--- src/rtl/regfile_access_ctrl.sv ---
`default_nettype none
// ============================================================================
// Module      : regfile_access_ctrl
// Description : Command/response front end for a 1W/2R register file.
//               Absorbs the 1-cycle read latency and uses a credit-limited
//               response FIFO.
// Revision    : 1.0 - initial release
// ============================================================================
module regfile_access_ctrl #(
    parameter int WIDTH          = 32,
    parameter int DEPTH          = 32,
    parameter int ADDR_WIDTH     = $clog2(DEPTH),
    parameter int CMD_ADDR_WIDTH = ADDR_WIDTH + 1,
    parameter int RSP_DEPTH      = 4
) (
    input  logic                      clk,
    input  logic                      rst_n,

    input  logic                      cmd_valid,
    output logic                      cmd_ready,
    input  logic                      cmd_write,
    input  logic [CMD_ADDR_WIDTH-1:0] cmd_addr,
    input  logic [WIDTH-1:0]          cmd_wdata,

    output logic                      rsp_valid,
    input  logic                      rsp_ready,
    output logic [WIDTH-1:0]          rsp_rdata,
    output logic                      rsp_err,

    output logic                      rf_write_en,
    output logic [ADDR_WIDTH-1:0]     rf_write_addr,
    output logic [WIDTH-1:0]          rf_write_data,
    output logic                      rf_read_en1,
    output logic [ADDR_WIDTH-1:0]     rf_read_addr1,
    input  logic [WIDTH-1:0]          rf_read_data1,

    output logic                      busy
);

    localparam int c_ptr_w = $clog2(RSP_DEPTH);
    localparam int c_cnt_w = $clog2(RSP_DEPTH + 1);

    localparam logic [CMD_ADDR_WIDTH-1:0] c_depth   = CMD_ADDR_WIDTH'(DEPTH);
    localparam logic [c_cnt_w:0]          c_credit  = (c_cnt_w + 1)'(RSP_DEPTH);
    localparam logic [c_ptr_w-1:0]        c_ptr_max = c_ptr_w'(RSP_DEPTH - 1);

    logic                 r_inflight;
    logic                 r_err;
    logic [c_ptr_w-1:0]   r_wptr;
    logic [c_ptr_w-1:0]   r_rptr;
    logic [c_cnt_w-1:0]   r_count;
    logic [WIDTH-1:0]     r_data_mem [RSP_DEPTH];
    logic [RSP_DEPTH-1:0] r_err_mem;

    logic                 w_in_range;
    logic                 w_accept;
    logic                 w_rd_accept;
    logic                 w_push;
    logic                 w_pop;
    logic                 w_cmd_ready;
    logic [c_cnt_w:0]     w_used;

    function automatic logic [c_ptr_w-1:0] next_ptr(input logic [c_ptr_w-1:0] ptr);
        return (ptr == c_ptr_max) ? '0 : ptr + c_ptr_w'(1);
    endfunction

    // Credit counts the read in the capture stage so a push can never overflow.
    assign w_used      = {1'b0, r_count} + {{c_cnt_w{1'b0}}, r_inflight};
    assign w_cmd_ready = rst_n && (w_used < c_credit);
    assign cmd_ready   = w_cmd_ready;

    assign w_in_range  = (cmd_addr < c_depth);
    assign w_accept    = cmd_valid && w_cmd_ready;
    assign w_rd_accept = w_accept && !cmd_write;

    assign rf_write_en   = w_accept && cmd_write && w_in_range;
    assign rf_write_addr = cmd_addr[ADDR_WIDTH-1:0];
    assign rf_write_data = cmd_wdata;
    assign rf_read_en1   = w_rd_accept && w_in_range;
    assign rf_read_addr1 = cmd_addr[ADDR_WIDTH-1:0];

    always_ff @(posedge clk or negedge rst_n) begin
        if (!rst_n) begin
            r_inflight <= 1'b0;
            r_err      <= 1'b0;
        end else begin
            r_inflight <= w_rd_accept;
            if (w_rd_accept) begin
                r_err <= !w_in_range;
            end
        end
    end

    assign w_push = r_inflight;
    assign w_pop  = rsp_valid && rsp_ready;

    // Storage needs no reset: entries are only visible through a valid count.
    always_ff @(posedge clk) begin
        if (w_push) begin
            r_data_mem[r_wptr] <= r_err ? '0 : rf_read_data1;
            r_err_mem[r_wptr]  <= r_err;
        end
    end

    always_ff @(posedge clk or negedge rst_n) begin
        if (!rst_n) begin
            r_wptr  <= '0;
            r_rptr  <= '0;
            r_count <= '0;
        end else begin
            if (w_push) begin
                r_wptr <= next_ptr(r_wptr);
            end
            if (w_pop) begin
                r_rptr <= next_ptr(r_rptr);
            end
            case ({w_push, w_pop})
                2'b10:   r_count <= r_count + c_cnt_w'(1);
                2'b01:   r_count <= r_count - c_cnt_w'(1);
                default: r_count <= r_count;
            endcase
        end
    end

    assign rsp_valid = (r_count != '0);
    assign rsp_rdata = rsp_valid ? r_data_mem[r_rptr] : '0;
    assign rsp_err   = rsp_valid ? r_err_mem[r_rptr]  : 1'b0;
    assign busy      = r_inflight || (r_count != '0);

endmodule
`default_nettype wire

--- config.mk ---
export PLATFORM = sky130hd
export DESIGN_NAME = regfile_access_ctrl
export DESIGN_NICKNAME = d
export VERILOG_FILES = /design/src/rtl/regfile_access_ctrl.sv
export SDC_FILE = /design/constraint.sdc
export NUM_CORES = 1
export LEC_CHECK = 0
export BUFFER_PORTS_ARGS = -buffer_cell sky130_fd_sc_hd__buf_4
export CAP_MARGIN = 0
export CORE_MARGIN = 10
export CORE_UTILIZATION = 45
export CTS_CLUSTER_SIZE = 14
export DETAILED_ROUTE_END_ITERATION = 12
export HOLD_SLACK_MARGIN = 0.06
export PLACE_DENSITY = 0.82
export SYNTH_ARGS = -nofsm -noshare
export SYNTH_HDL_FRONTEND = slang
export SYNTH_SLANG_ARGS = --single-unit
--- constraint.sdc ---
create_clock -name clk -period 1.78 [get_ports clk]
set_input_delay 0.356 -clock clk [delete_from_list [all_inputs] [get_ports clk]]
set_output_delay 0.356 -clock clk [all_outputs]
set_load 0.01 [all_outputs]
# Word-level counts from Yosys, hierarchy flattened
# Memory sizes are Yosys's and may differ from the RTL's.
# Cells that the tools add are included.
op_classes:
  n_addsub: 5
  magnitude_cmp: 5
  n_eq_ne: 4
  n_mux: 13
  reduce_logical: 13
op_table:
  columns: ["cell", "count"]
  rows:
  - ["two-way mux 32 bit", 2]
  - ["logical AND 1 bit", 8]
  - ["equality test 2 bit, second input constant", 3]
  - ["< comparator 2 x 3 -> 1 bit, second input constant", 2]
  - ["< comparator 6 bit, second input constant", 1]
  - ["case mux 3 bit (2 select lines)", 1]
  - ["two-way mux 1 bit", 5]
  - ["adder 2 x 1 -> 2 bit, second input constant", 2]
  - ["adder 3 x 1 -> 4 bit", 1]
  - ["bitwise mux 4 bit", 1]
  - ["< comparator 4 x 3 -> 1 bit, second input constant", 1]
  - ["two-way mux 2 bit", 2]
  - ["adder 3 x 1 -> 3 bit, second input constant", 1]
  - ["nonzero test 3 bit", 1]
  - ["subtractor 3 x 1 -> 3 bit, second input constant", 1]
  - ["binary-select mux 1 bit (select 2 bit)", 1]
  - ["demux 1 bit (select 2 bit)", 1]
  - ["equality test 2 x 1 -> 1 bit, second input constant", 1]
  - ["greater-or-equal comparator 2 x 1 -> 1 bit, second input constant", 1]
  - ["zero test 1 bit", 2]
  - ["nonzero test 2 bit", 1]
  - ["logical OR 1 bit", 1]
word_totals:
  reg_bits: 13
  mem_bits_rw: 128
  inputBits: 75
  out_inout_bits: 80
  mem_count: 1
mem_list:
  columns: ["memory", "depth", "width", "read_ports", "rd_clocked_by_memory_dff", "wr", "line_no", "text"]
  rows:
  - ["r_data_mem", 4, 32, 1, 0, 1, "52", "logic [WIDTH-1:0] r_data_mem [RSP_DEPTH];"]

# Logic depth before layout (Yosys ltp)
# Gate-level depths: netlist (run 1).
depth:
  ltp_word: 6
  ltp_mapped: 9
  mapped_depth_nobuf: 8

# Least setup slack after synthesis (run 1)
# No wires, ideal clock.
synth_path:
  path_kind: "reg2reg"
  start: "register r_count[0]"
  end: "register r_count[2]"
  setup_time_ns: 0.125
  t_arrival_ns: 1.802
  required_time_ns: 1.655
  path_slack_ns: -0.148
  path_stages_with_launch: 10
  cell_sequence: "dfrtp_1 -> or3_1 -> buf_6 -> and2_4 -> ha_1 -> inv_1 -> fa_1 -> xor2_1 -> nor2_1 -> xor2_1"
synth_via:
  elab_chain_cells: 4
  elab_cells_between_ends: 8
  cone_classes: "2 x add/sub; 2 x eq/ne; 1 x mux; 3 x reduce/logical"
synth_rtl:
  columns: ["item", "line_no", "text"]
  rows:
  - ["start, declared", "51", "logic [c_cnt_w-1:0] r_count;"]
  - ["start signal, assigned", "118", "2'b10: r_count <= r_count + c_cnt_w'(1);"]
  - ["start signal, assigned", "119", "2'b01: r_count <= r_count - c_cnt_w'(1);"]
  - ["start signal, assigned", "120", "default: r_count <= r_count;"]
  - ["parallel branches: the longest is 4 deep, another holds subtractor 3 x 1 -> 3 bit", null, null]
# Parallel ways; which one is timed is not known.
# A chain may end at the register's enable or synchronous reset.

# Worst setup path after layout (run 1)
layout_path:
  start: "register r_rptr[0]"
  end: "output rsp_rdata[1]"
layout_via:
  elab_chain_cells: 2
layout_rtl:
  columns: ["item", "line_no", "text"]
  rows:
  - ["start, declared", "50", "logic [c_ptr_w-1:0] r_rptr;"]
  - ["start signal, assigned", "115", "r_rptr <= next_ptr(r_rptr);"]
  - ["memory read (4 x 32 bit)", null, null]
  - ["two-way mux 32 bit", "126", "assign rsp_rdata = rsp_valid ? r_data_mem[r_rptr] : '0;"]
  - ["end, declared", "27", "output logic [WIDTH-1:0] rsp_rdata,"]
# No other way between the ends.

==> results of run 1 <==
==> metrics by stage <==
stage               power, mW  hold slack (ns)  cells
floorplan               6.753          0.06041    337
global placement        8.246           0.1957    550
detailed placement      8.359           0.2018    550
CTS                     12.94           0.1711    593
global route            13.73           0.2059    594
finish                  13.10           0.2050    594
==> metal layers <==
metal | track usage [%] | part of all wire, % | vias to the layer above
met4 | 5.266 | 2.0 | 0
met1 | 15.82 | 38 | 1587
met3 | 5.498 | 7.2 | 31
met2 | 24.06 | 53 | 101
met5 | 0 | 0 | -
li1 | - | - | 1364
==> flip-flops by register name, indices dropped and copies added, names as in the netlist <==
register    flops
r_inflight      1
r_rptr          2
r_data_mem    128
r_wptr          2
r_err           1
r_err_mem       4
r_count         3
==> worst paths after layout <==
check,end,slack (ns)
setup / recovery,rsp_rdata[1],-0.46
hold / removal,r_err$_DFFE_PN0P_,0.21
setup reg to reg,r_count[2]$_DFFE_PN0P_,-0.25
hold reg to reg,r_count[2]$_DFFE_PN0P_,0.58
max in group asynchronous,r_rptr[0]$_DFFE_PN0N_,0.95
min in group asynchronous,r_count[2]$_DFFE_PN0P_,0.46
==> power breakdown <==
part	switching, mW	total, mW	internal, mW
logic	2.23	5.60	3.37
clock network	1.25	3.29	2.04
registers	0.124	4.21	4.09
==> Yosys cell counts <==
cell	instances
clkbuf_1	5
nor2_1	2
buf_6	4
nor4bb_1	1
mux2i_1	1
nand2_1	2
and2_4	1
nor3_1	1
inv_2	1
buf_2	5
edfxtp_1	132
and2_1	37
xnor2_1	1
and3b_1	1
o21ai_0	1
nor3b_1	1
xor2_1	2
fa_1	1
buf_4	43
o21ai_1	1
mux2_1	1
mux2_4	2
or3_1	2
nand4b_1	1
ha_1	6
inv_1	6
nand2b_1	1
nor2b_1	32
dfrtp_1	9
mux4_2	33
nand3_1	1
==> final cells by class <==
cell class	instances	area [sq um]	area share (%)
Clock inverter	11	122.6	1.575
Inverter	7	26.28	0.3376
Tap cell	176	220.2	2.829
Clock buffer	19	432.9	5.562
Multi-Input combinational cell	132	1579	20.29
Sequential cell	141	4193	53.87
Timing Repair Buffer	108	1210	15.54
==> worst max-delay path, cell delays in order (launching register included) <==
cell and delay [ns]:
dfrtp_2 0.40, buf_12 0.15, buf_12 0.14, mux4_2 0.51
and2_4 0.16, buf_6 0.11
==> placed cells by master, fill, tap and decap left out, drive strengths merged, types with 3 or more instances in the layout <==
cell,n
buf,104
clkbuf,20
mux4,33
inv,7
mux2,3
and2,38
nor2b,32
ha,6
edfxtp,132
dfrtp,9
clkinv,7
==> repair_timing <==
item | 4_1_cts | 5_1_grt
pin swaps | 30 | 14
resized for setup | 64 | 28
endpoints found under the setup margin | 39 | 75
setup buffers | 6 | 4
hold endpoints to repair | 9 | 0
hold buffers | 1 | 0
gates cloned | 6 | 1
==> kinds of logic (layout without fill, tap and decap cells) <==
family                     after synthesis  count (layout)  share of synthesized area, %
muxes                                   37              37                         13.08
AOI/OAI and AO/OA                        2               2                        0.1647
adders and majority gates                7               7                         1.566
buffers and inverters                   64             145                         7.212
and+or+nand+nor                         83              83                         8.551
DFF                                    141             141                         68.99
xor gates and xnor gates                 3               3                        0.4328
==> impl_metrics.json, run 1 <==
{
  "status": "finished with violations",
  "violations": "negative setup slack",
  "tritoncts": "yes",
  "gp_congestion": 0.7138,
  "r2r-start": "r_count[1]$_DFFE_PN0P_",
  "syn_to_final_growth_pct": 28.19,
  "finalClockSkew_ns": 0.009126,
  "fillCellCount": 1015,
  "cts-buffers-inserted": 17,
  "critical_path_required_ns": 1.42,
  "totalNegativeSetupSlack_ns": -15.43,
  "antenna_found_initial": 0,
  "die_width_um": 136.2,
  "synth_top_area_cell": "edfxtp_1",
  "startpoint": "r_rptr[0]$_DFFE_PN0N_",
  "ir_worst_vdd_mv": 0.8125,
  "fin_crit_ns": 2.239,
  "wl_um": 12670,
  "core_sq_mm": 0.01324,
  "grt_pass1_wl_um": 19460,
  "setup_slack_ns": -0.4586,
  "synth_top_area_share_pct": 65.28,
  "tightest_slew_ns": 0.5315,
  "clock-sinks": 141,
  "relSlewSlack_pct": 64.57,
  "drt_iter0_markers": 269,
  "hold_viol_final": 0,
  "design_area_sq_mm": 0.007784,
  "clock_path_buffers": 2,
  "cts_max_level": 4,
  "std_cell_rows": 42,
  "setup_viol": 39,
  "die_h_um": 136.2,
  "nets": 489,
  "synth_area_leaders": "edfxtp_1 65%, mux4_2 12%, buf_4 5.3%",
  "rsz0062_at_grt": "yes",
  "syn_avg_cell_area_sq_um": 18.02,
  "post-route-period-util_pct": 125.8,
  "dp_slack_ns": -0.05464,
  "pwr_density_cell_mw_per_mm2": 1683,
  "diodes": 0,
  "grt_max_degree": 38,
  "initial_core_util_pct": 45.85,
  "clk_latency_ns": 0.41,
  "leakagePower_nw": 2.876,
  "endpoint_kind": "output pin",
  "ys_ff_latch": 141,
  "gr-usage-all-layers_pct": 14.16,
  "grt_pass1_vias": 3516,
  "synth_seq_area_share_pct": 68.99,
  "yosys_warnings": 0,
  "drive_gt1_share_pct": 51.91,
  "maxCapViolCount": 0,
  "arrival_ns": 1.88,
  "synth_nets": 419,
  "viasPerCell": 5.190,
  "netlist_area_sq_mm": 0.006072,
  "dieArea_sq_mm": 0.01854,
  "timing.fmax_mhz": 446.7,
  "ant_nets": 0,
  "drc": 0,
  "io_buffers": 75,
  "worstSetupPathType": "reg2out",
  "root_buffer": "clkbuf_16",
  "vias": 3083,
  "hpwlAfterDp_um": 7464,
  "min_path_cells": 2,
  "dr.pass1.iters": 4,
  "synth.distinct_cells": 31,
  "start_kind": "register",
  "r2r.worst_path.cells": 9,
  "min-delay-start": "cmd_addr[5]",
  "finalMaxSlewViolations": 0,
  "ios": 155,
  "hold_class": "in2reg",
  "clk_pin_slew_ns": 0.06,
  "drt-wirelength-per-cell_um": 21.33,
  "overflow": 0,
  "final_util_pct": 58.78,
  "placed_cell_area_sq_mm": 0.006671,
  "path_max_fanout": 8,
  "syn_inst": 337
}
Power figures use the tool's default switching activity.
==> run 2: changes to the inputs <==
==> config.mk (replaced) <==
export PLATFORM = sky130hd
export DESIGN_NAME = regfile_access_ctrl
export DESIGN_NICKNAME = d
export VERILOG_FILES = /design/src/rtl/regfile_access_ctrl.sv
export SDC_FILE = /design/constraint.sdc
export NUM_CORES = 1
export LEC_CHECK = 0
export CAP_MARGIN = 0
export CORE_ASPECT_RATIO = 1.1
export CORE_MARGIN = 10
export CORE_UTILIZATION = 45
export CTS_CLUSTER_SIZE = 14
export DETAILED_ROUTE_END_ITERATION = 12
export DONT_BUFFER_PORTS = 1
export HOLD_SLACK_MARGIN = 0.06
export PLACE_DENSITY = 0.72
export SYNTH_ARGS = -nofsm -noshare
export SYNTH_HDL_FRONTEND = slang
export SYNTH_SLANG_ARGS = --single-unit
==> impl_metrics.json, run 2 (synthesis results as in run 1) <==
{
  "status": "finished with violations",
  "violations": "negative setup slack",
  "critical_path_required_ns": 1.42,
  "core_sq_mm": 0.01321,
  "dr.pass1.iters": 4,
  "mostFrequentLayoutCell": "edfxtp_1",
  "syn_to_final_growth_pct": 16.05,
  "ios": 155,
  "clock-sinks": 141,
  "overflow": 0,
  "finalClockSkew_ns": 0.008903,
  "path_max_fanout": 6,
  "clk_pin_slew_ns": 0.06,
  "die_h_um": 141.8,
  "grt_use_met2_pct": 21.28,
  "maxCapViolCount": 0,
  "root_buffer": "clkbuf_16",
  "drt-wirelength-per-cell_um": 23.85,
  "holdWs_ns": 0.1343,
  "gr-usage-all-layers_pct": 13.57,
  "tightest_slew_ns": 0.4346,
  "rsz0062_at_grt": "yes",
  "nets": 411,
  "ir_worst_vdd_mv": 0.8081,
  "reg_top3": "r_data_mem (128), r_err_mem (4), r_count (3)",
  "hold_class": "in2reg",
  "viasPerCell": 5.467,
  "fin_crit_ns": 2.135,
  "pwr_density_cell_mw_per_mm2": 1715,
  "arrival_ns": 1.78,
  "totalNegativeSetupSlack_ns": -11.13,
  "setup_slack_ns": -0.3550,
  "crit_path_cell_trace": "buf_12 > buf_12 > mux4_2 > and2_4",
  "top_register": "r_data_mem",
  "post-route-period-util_pct": 119.9,
  "clock_path_buffers": 2,
  "crit_buf_inv": 2,
  "total_power_mw": 12.08,
  "antenna_found_initial": 2,
  "io_buffers": 0,
  "wl_um": 12050,
  "cpLargestDelayFamily": "multiplexers",
  "initial_core_util_pct": 45.96,
  "crit_path_max_incr_delay_ns": 0.52,
  "fillCellCount": 1036,
  "drc": 0,
  "grt_busiest_layer": "met2",
  "vias": 2761,
  "leakagePower_nw": 2.453,
  "grt_pass1_wl_um": 18090,
  "final_cell_mix": "132 x edfxtp_1, 34 x and2_4, 33 x mux4_2",
  "start_kind": "register",
  "grt_pass1_vias": 3032,
  "std_cell_rows": 44,
  "largest_reg_flops": 128,
  "grt_use_met3_pct": 6.448,
  "crit_top_cell": "buf_12",
  "setup_viol": 38,
  "hold_viol_final": 0,
  "tritoncts": "yes",
  "die_width_um": 130.8,
  "drt_iter0_markers": 143,
  "met1_usage_pct": 15.47,
  "dieArea_sq_mm": 0.01855,
  "worstSetupPathType": "reg2out",
  "clk_latency_ns": 0.42,
  "gp_congestion": 0.7110,
  "cts-buffers-inserted": 17,
  "endpoint_kind": "output pin",
  "hpwlAfterDp_um": 7323,
  "slowest_stage": "mux4_2",
  "timing.fmax_mhz": 468.4,
  "dp_slack_ns": -0.001170,
  "relSlewSlack_pct": 70.93,
  "grt_max_degree": 29,
  "drive_gt1_share_pct": 41.23,
  "finalMaxSlewViolations": 0,
  "ant_nets": 0,
  "cts_max_level": 4
}
run 2: changes by cell type in the layout (fill, tap and decap cells not counted), moves of 2 or more:
cell       previous run  this run
buf_4                50        15
bufinv_16             2         5
buf_6                43         3
diode_2               0         2
buf_16                4         2
clkinv_4              4         2
run 2: path summary, 6_finish.rpt:
path | from | endpoint | slack, ns | cells past startpoint
max in group asynchronous | rst_n | r_rptr[1]$_DFFE_PN0N_ | 1.14 | 1
min in group asynchronous | rst_n | r_count[0]$_DFFE_PN0P_ | 0.31 | 1
worst min register to register | r_count[0]$_DFFE_PN0P_ | r_count[0]$_DFFE_PN0P_ | 0.60 | 2
worst max register to register | r_count[1]$_DFFE_PN0P_ | r_count[2]$_DFFE_PN0P_ | -0.08 | 8
worst max-delay path | r_rptr[0]$_DFFE_PN0N_ | rsp_rdata[18] | -0.36 | 4
worst min-delay path | cmd_addr[5] | r_err$_DFFE_PN0P_ | 0.13 | 1
run 2: final cells by class:
type	instances	area (sq um)	area share (%)
antenna	2	5.005	0.07102
clock buffer	19	432.9	6.143
clock inverter	13	196.4	2.788
inverter	7	26.28	0.3729
multi-input combinational	132	1583	22.46
sequential	141	4193	59.50
tap	161	201.4	2.859
timing repair buffer	30	409.1	5.806
run 2: timing repair:
item                                   4_1_cts  5_1_grt
gates resized for setup                     47        4
setup endpoints to repair                   39       39
setup buffers                                6        2
gates cloned                                 3        1
pin swaps                                   29        2
endpoints found under the hold margin        9        0
hold buffers                                 1        0
run 2: stage by stage:
| step | std cells | cell area, sq um | util, % |
|---|---|---|---|
| 2_1_floorplan | 337 | 6091 | - |
| 3_3_place_gp | 461 | 6097 | 46.15 |
| 3_5_place_dp | 461 | 6097 | 46.15 |
| 4_1_cts | 502 | 7005 | 53.02 |
| 5_1_grt | 504 | 7044 | 53.31 |
| 6_report | 505 | 7047 | 53.33 |
run 2: power breakdown:
| group | total, mW | switching, mW | internal [mW] |
|---|---|---|---|
| sequential | 4.19 | 0.106 | 4.09 |
| combinational | 4.15 | 1.95 | 2.20 |
| clock | 3.74 | 1.27 | 2.47 |
| total | 12.1 | 3.33 | 8.75 |
run 2: layer usage:
layer,part of all wire (%),vias up
li1,-,1213
met1,39,1398
met2,50,110
met3,8.4,40
met4,2.3,0
met5,0,-
